**src/rtl/qoi_pkg.sv**
```systemverilog
// Shared QOI definitions: op codes, pixel type, colour hash and op byte lengths.
package qoi_pkg;

    typedef struct packed {
        logic [7:0] r;
        logic [7:0] g;
        logic [7:0] b;
        logic [7:0] a;
    } pixel_t;

    localparam logic [7:0] QOI_OP_INDEX = 8'h00;
    localparam logic [7:0] QOI_OP_DIFF  = 8'h40;
    localparam logic [7:0] QOI_OP_LUMA  = 8'h80;
    localparam logic [7:0] QOI_OP_RUN   = 8'hC0;
    localparam logic [7:0] QOI_OP_RGB   = 8'hFE;
    localparam logic [7:0] QOI_OP_RGBA  = 8'hFF;
    localparam logic [7:0] QOI_MASK_2   = 8'hC0;

    localparam logic [2:0] LEN_RUN   = 3'd1;
    localparam logic [2:0] LEN_INDEX = 3'd1;
    localparam logic [2:0] LEN_DIFF  = 3'd1;
    localparam logic [2:0] LEN_LUMA  = 3'd2;
    localparam logic [2:0] LEN_RGB   = 3'd4;
    localparam logic [2:0] LEN_RGBA  = 3'd5;

    // Previous pixel at the start of every image.
    localparam pixel_t PIXEL_RESET = '{r: 8'h00, g: 8'h00, b: 8'h00, a: 8'hFF};

    // Sum is formed at 13 bits so no product wraps before the modulo 64.
    function automatic logic [5:0] qoi_hash(input pixel_t p);
        return 6'(13'(p.r) * 13'd3 + 13'(p.g) * 13'd5 + 13'(p.b) * 13'd7 + 13'(p.a) * 13'd11);
    endfunction

endpackage

```
**src/rtl/qoi_index_table.sv**
```systemverilog
// 64-entry colour index: combinational read by hash, single write port, bulk clear.
module qoi_index_table
    import qoi_pkg::*;
#(
    parameter int unsigned DEPTH = 64
) (
    input  logic        clk,
    input  logic        rst,
    input  logic        clear,
    input  logic [5:0]  rd_hash,
    output logic [31:0] rd_pixel,
    input  logic        wr_en,
    input  logic [5:0]  wr_hash,
    input  logic [31:0] wr_pixel
);

    pixel_t entries [DEPTH];

    assign rd_pixel = entries[rd_hash];

    // Clear wins over a same-cycle write so the next image starts from an empty table.
    always_ff @(posedge clk) begin
        if (rst || clear) begin
            for (int i = 0; i < int'(DEPTH); i++) begin
                entries[i] <= '0;
            end
        end else if (wr_en) begin
            entries[wr_hash] <= pixel_t'(wr_pixel);
        end
    end

endmodule

```
**src/rtl/qoi_encoder_stream.sv**
```systemverilog
// Streaming QOI pixel encoder: one pixel in, at most one beat of 1..6 op bytes out.
module qoi_encoder_stream
    import qoi_pkg::*;
#(
    parameter int unsigned CHANNELS    = 3,
    parameter int unsigned INDEX_DEPTH = 64,
    parameter int unsigned MAX_RUN     = 62
) (
    input  logic        clk,
    input  logic        rst,
    input  logic        in_valid,
    output logic        in_ready,
    input  logic [7:0]  in_r,
    input  logic [7:0]  in_g,
    input  logic [7:0]  in_b,
    input  logic [7:0]  in_a,
    input  logic        in_last,
    output logic        out_valid,
    input  logic        out_ready,
    output logic [47:0] out_data,
    output logic [2:0]  out_bytes,
    output logic        out_last
);

    if (INDEX_DEPTH != 64) begin : gen_bad_depth
        $error("qoi_encoder_stream: INDEX_DEPTH must be 64");
    end
    if (CHANNELS != 3 && CHANNELS != 4) begin : gen_bad_channels
        $error("qoi_encoder_stream: CHANNELS must be 3 or 4");
    end
    if (MAX_RUN < 1 || MAX_RUN > 62) begin : gen_bad_run
        $error("qoi_encoder_stream: MAX_RUN must be in 1..62");
    end

    localparam logic [5:0] MAX_RUN_W = 6'(MAX_RUN);

    pixel_t      px, prev_q, prev_d;
    logic [31:0] idx_pixel;
    logic [5:0]  px_hash;
    logic [5:0]  run_q, run_d, run_inc;
    logic        accept, is_same, run_flush, idx_hit, alpha_eq, diff_ok, luma_ok;
    logic [7:0]  dr, dg, db, dr_p2, dg_p2, db_p2, dg_p32, drdg_p8, dbdg_p8;
    logic [7:0]  run_byte_pend, run_byte_here;
    logic [39:0] op_field;
    logic [2:0]  op_len;
    logic        beat_en;
    logic [47:0] beat_data;
    logic [2:0]  beat_bytes;

    logic        out_valid_q, out_valid_d;
    logic [47:0] out_data_q, out_data_d;
    logic [2:0]  out_bytes_q, out_bytes_d;
    logic        out_last_q, out_last_d;

    assign in_ready = !out_valid_q || out_ready;
    assign accept   = in_valid && in_ready;
    assign px_hash  = qoi_hash(px);

    qoi_index_table #(
        .DEPTH (INDEX_DEPTH)
    ) u_index (
        .clk      (clk),
        .rst      (rst),
        .clear    (accept && in_last),
        .rd_hash  (px_hash),
        .rd_pixel (idx_pixel),
        .wr_en    (accept),
        .wr_hash  (px_hash),
        .wr_pixel (px)
    );

    // Pixel assembly and channel deltas; biased compares replace signed range checks.
    always_comb begin
        px.r = in_r;
        px.g = in_g;
        px.b = in_b;
        px.a = (CHANNELS == 4) ? in_a : 8'hFF;

        dr      = px.r - prev_q.r;
        dg      = px.g - prev_q.g;
        db      = px.b - prev_q.b;
        dr_p2   = dr + 8'd2;
        dg_p2   = dg + 8'd2;
        db_p2   = db + 8'd2;
        dg_p32  = dg + 8'd32;
        drdg_p8 = dr - dg + 8'd8;
        dbdg_p8 = db - dg + 8'd8;

        alpha_eq = (px.a == prev_q.a);
        idx_hit  = (idx_pixel == px);
        diff_ok  = alpha_eq && (dr_p2 < 8'd4) && (dg_p2 < 8'd4) && (db_p2 < 8'd4);
        luma_ok  = alpha_eq && (dg_p32 < 8'd64) && (drdg_p8 < 8'd16) && (dbdg_p8 < 8'd16);
    end

    // Op selection in priority order INDEX, DIFF, LUMA, RGB, RGBA; bytes left-aligned.
    always_comb begin
        op_field = '0;
        op_len   = LEN_RGBA;
        if (idx_hit) begin
            op_field = {QOI_OP_INDEX | {2'b00, px_hash}, 32'h0};
            op_len   = LEN_INDEX;
        end else if (diff_ok) begin
            op_field = {QOI_OP_DIFF | {2'b00, dr_p2[1:0], dg_p2[1:0], db_p2[1:0]}, 32'h0};
            op_len   = LEN_DIFF;
        end else if (luma_ok) begin
            op_field = {QOI_OP_LUMA | {2'b00, dg_p32[5:0]}, drdg_p8[3:0], dbdg_p8[3:0], 24'h0};
            op_len   = LEN_LUMA;
        end else if (alpha_eq) begin
            op_field = {QOI_OP_RGB, px.r, px.g, px.b, 8'h0};
            op_len   = LEN_RGB;
        end else begin
            op_field = {QOI_OP_RGBA, px.r, px.g, px.b, px.a};
            op_len   = LEN_RGBA;
        end
    end

    // Run tracking and beat composition; a pending run rides in front of the op.
    always_comb begin
        is_same       = (px == prev_q);
        run_inc       = run_q + 6'd1;
        run_flush     = is_same && ((run_inc == MAX_RUN_W) || in_last);
        run_byte_pend = QOI_OP_RUN | ({2'b00, run_q - 6'd1} & ~QOI_MASK_2);
        run_byte_here = QOI_OP_RUN | ({2'b00, run_q} & ~QOI_MASK_2);

        beat_en    = 1'b1;
        beat_data  = {op_field, 8'h0};
        beat_bytes = op_len;
        if (is_same) begin
            beat_en    = run_flush;
            beat_data  = {run_byte_here, 40'h0};
            beat_bytes = LEN_RUN;
        end else if (run_q != 6'd0) begin
            beat_data  = {run_byte_pend, op_field};
            beat_bytes = op_len + LEN_RUN;
        end
    end

    // Encoder state and output register next-state.
    always_comb begin
        prev_d      = prev_q;
        run_d       = run_q;
        out_valid_d = out_valid_q;
        out_data_d  = out_data_q;
        out_bytes_d = out_bytes_q;
        out_last_d  = out_last_q;

        if (accept) begin
            if (in_last) begin
                prev_d = PIXEL_RESET;
                run_d  = 6'd0;
            end else begin
                prev_d = px;
                run_d  = (is_same && !run_flush) ? run_inc : 6'd0;
            end
            // Accept implies any held beat drains this cycle.
            out_valid_d = beat_en;
            if (beat_en) begin
                out_data_d  = beat_data;
                out_bytes_d = beat_bytes;
                out_last_d  = in_last;
            end
        end else if (out_ready) begin
            out_valid_d = 1'b0;
        end
    end

    // State registers with synchronous reset.
    always_ff @(posedge clk) begin
        if (rst) begin
            prev_q      <= PIXEL_RESET;
            run_q       <= 6'd0;
            out_valid_q <= 1'b0;
            out_data_q  <= '0;
            out_bytes_q <= '0;
            out_last_q  <= 1'b0;
        end else begin
            prev_q      <= prev_d;
            run_q       <= run_d;
            out_valid_q <= out_valid_d;
            out_data_q  <= out_data_d;
            out_bytes_q <= out_bytes_d;
            out_last_q  <= out_last_d;
        end
    end

    assign out_valid = out_valid_q;
    assign out_data  = out_data_q;
    assign out_bytes = out_bytes_q;
    assign out_last  = out_last_q;

endmodule

```
**config.mk**
```make
export PLATFORM = sky130hd
export DESIGN_NAME = qoi_encoder_stream
export DESIGN_NICKNAME = d
export VERILOG_FILES = /design/src/rtl/qoi_pkg.sv /design/src/rtl/qoi_index_table.sv /design/src/rtl/qoi_encoder_stream.sv
export SDC_FILE = /design/constraint.sdc
export NUM_CORES = 2
export LEC_CHECK = 0
export ABC_AREA = 0
export CAP_MARGIN = 40
export CORE_MARGIN = 5
export CORE_UTILIZATION = 47
export CTS_CLUSTER_SIZE = 30
export DETAILED_ROUTE_END_ITERATION = 8
export PLACE_DENSITY = 0.65
export SLEW_MARGIN = 40
export SYNTH_ARGS = -nofsm -noshare
export SYNTH_HDL_FRONTEND = slang
export SYNTH_SLANG_ARGS = --single-unit
```
**constraint.sdc**
```tcl
create_clock -name clk -period 23.6 [get_ports clk]
set_input_delay 7.08 -clock clk [delete_from_list [all_inputs] [get_ports clk]]
set_output_delay 7.08 -clock clk [all_outputs]
set_load 0.02 [all_outputs]
```
==> results.py <==
metrics = {
    "outcome": {
        "outcome": "complete, no violations",
    },
    "setup_path": {
        "path_cells": "clkdlybuf4s50_1 -> nand2b_1 -> clkdlybuf4s50_1",
        "cp_slowest_cell": "clkdlybuf4s50_1",
        "reg2reg_depth": 21,
        "crit_family": "buffers and inverters",
        "slowest_delay_ns": 0.62,
        "crit_arrival_ns": 8.31,
        "endpoint_kind": "output pin",
        "cp.depth": 3,
        "crit_required_ns": 16.52,
        "critPathKind": "in2out",
        "worstSetupStartpoint": "out_ready",
        "r2r_start": "prev_q[16]",
        "critical_path_buf_inv_count": 2,
        "path_max_fanout": 4,
        "cp_common_cell": "clkdlybuf4s50_1",
        "start_kind": "primary input",
    },
    "final_layout": {
        "finalNonFillerCells": 7888,
        "nNetsFinal": 5666,
        "syn_to_final_growth_pct": 11.4,
        "final_core_util_pct": 52.5,
        "layout-drive-gt1-share_pct": 17.9,
    },
    "detailed_routing": {
        "drt_pass1_iterations": 6,
        "wl_microns": 232000,
        "wire_per_inst_microns": 29.5,
        "vias": 49100,
        "ant_nets": 0,
        "drt_iter0_markers": 6845,
        "drc": 0,
        "via_per_inst": 6.22,
    },
    "global_routing": {
        "grt_max_degree": 115,
        "grt_first_pass_wirelength_microns": 338000,
        "grt_pass1_vias": 47800,
        "antenna_found_initial": 5,
        "grt_util_all_layers_pct": 26.4,
        "gr-total-overflow": 0,
    },
    "yosys": {
        "synth_seq_cells": 1675,
        "yosys-top-cells-count": "edfxtp_1, and2_1, nor3_1",
        "ys.flop_type": "edfxtp_1",
        "synth_edf_count": 1536,
        "yosys.area.top_type_share_pct": 58.7,
        "syn-instance-count": 5645,
        "yosysMostFrequentCell": "edfxtp_1",
        "synth_area_leaders": "edfxtp_1, mux4_2, and2_1",
        "yosysWarnings": 0,
        "synthesis.area_sq_um": 78500,
        "synth-async-reset-ratio_pct": 0,
        "synth_area_leader_cell": "edfxtp_1",
        "syn_avg_cell_area_sq_um": 13.9,
        "yosysSeqAreaShare_pct": 62.3,
        "ys_types": 81,
    },
    "clock_tree": {
        "cts_buffers": 168,
        "clkTransAtPathRegs_ns": 0.06,
        "cts_root_buffer": "clkbuf_16",
        "clk_latency_ns": 0.82,
        "cts_hold_buffers": 0,
        "h-tree-depth": 4,
        "tritoncts": "done",
        "post_cts_buffers": 0,
        "cts_resized": 0,
        "clock-sinks": 1675,
        "cts_buffer_depth": 3,
    },
    "placement": {
        "place_inst": 7573,
        "routabilityCongestion": 0.907,
        "io_buffers": 74,
        "dp_hpwl_microns": 141000,
    },
    "timing": {
        "holdWs_ns": 0.449,
        "hold_viol_final": 0,
        "finalCritPeriodShare_pct": 65.2,
        "period_needed_ns": 15.39,
        "grt_setup_unrepaired": "false",
        "skew_ns": 0.0265,
        "worst_pin_slew_ns": 0.940,
        "max_freq_ghz": 0.0650,
        "fin_tns_setup_ns": 0,
        "slew_viol_final": 0,
        "finalSetupViolCount": 0,
        "slew-limit-headroom_pct": 37.2,
    },
    "die": {
        "std_cell_rows": 150,
        "coreArea_sq_um": 167000,
        "die_width_microns": 419,
        "die-area_sq_um": 175000,
        "start_util_pct": 47.1,
        "ioPinCount": 91,
        "die_h_microns": 419,
    },
    "job": {
        "maxCapViolCount": 0,
    },
    "worst_hold_path": {
        "min_from": "u_index.entries[57][6]",
        "whs_path_depth": 1,
        "hold_class": "reg2reg",
    },
    "power": {
        "vdd_drop_max_mv": 0.218,
        "powerDensity_nw_per_um2": 135,
        "total_leakage_power_nw": 31.7,
    },
}
## flip-flops by register name, indices dropped and copies added (netlist names)
register,count
prev_q,24
out_last,1
out_valid,1
run_q,6
out_bytes,3
u_index.entries,1600
out_data,40
## path summary, 6_finish.rpt
path | endpoint | slack (ns)
setup / recovery | in_ready | 8.21
hold / removal | u_index.entries[57][6] | 0.45
setup reg to reg | out_data[43] | 18.56
hold reg to reg | u_index.entries[57][6] | 0.45
## placed cells by master (no fill, tap or decap), types with 73 or more instances in the layout
cell	count
a21oi_1	76
nor2_1	94
mux4_2	385
and2_1	972
a21o_1	77
nor3_1	594
nand3_1	92
dfxtp_1	139
nand2_1	293
buf_4	194
inv_1	73
clkbuf_16	176
mux2i_1	123
edfxtp_1	1536
## final cells by class
type / instances / area [sq um]
Fill cell: 13700 / 79200
Sequential cell: 1675 / 48900
Multi-Input combinational cell: 3319 / 27400
Clock buffer: 242 / 4770
Tap cell: 2204 / 2760
Timing Repair Buffer: 293 / 2510
Clock inverter: 70 / 721
Inverter: 84 / 315
Antenna cell: 1 / 2.50
## kinds of logic (layout without fill, tap and decap cells)
family | after synthesis | after routing | synth area share [%]
and+or+nand+nor | 2190 | 2190 | 15.1
adders and majority gates | 88 | 88 | 1.62
AOI/OAI and AO/OA | 439 | 439 | 3.79
xor gates and xnor gates | 73 | 73 | 0.897
buffers and inverters | 658 | 689 | 3.54
other | 1 | 9 | 0.00478
muxes | 521 | 521 | 12.8
DFF | 1675 | 1675 | 62.3
## power by group
part / total, mW / leakage (nW) / switching (mW) / internal, mW
Sequential: 3.56 / 17.4 / 0.0623 / 3.49
Clock: 2.70 / 2.67 / 1.15 / 1.55
Combinational: 5.54 / 11.7 / 3.88 / 1.66
## worst reg2reg max path, delay by kind of cell, from the launching register on
kind	cells	cell delay, ns
simple gates	1	0.39
buf+inv	3	0.48
mux	1	0.31
flops	1	0.33
fa+ha+maj	4	1.22
compound gates	9	1.53
xor+xnor	3	0.64
## routing by layer
metal	vias to the layer above	wire, microns	GRT usage [%]
met5	-	17	0
met4	2	9470	9.99
met3	441	26000	6.54
met2	2671	105000	40.1
met1	25100	91600	36.9
li1	20800	-	-
## through the flow
stage	worst slack [ns]	total power [mW]	cell area (sq um)
finish	8.21	11.8	87400
global route	8.10	12.1	87400
CTS	8.14	11.7	87400
detailed placement	7.33	9.00	81900
global placement	7.14	8.91	81600
floorplan	9.20	6.96	78500
Note: power is estimated with default switching activity, not from simulation.
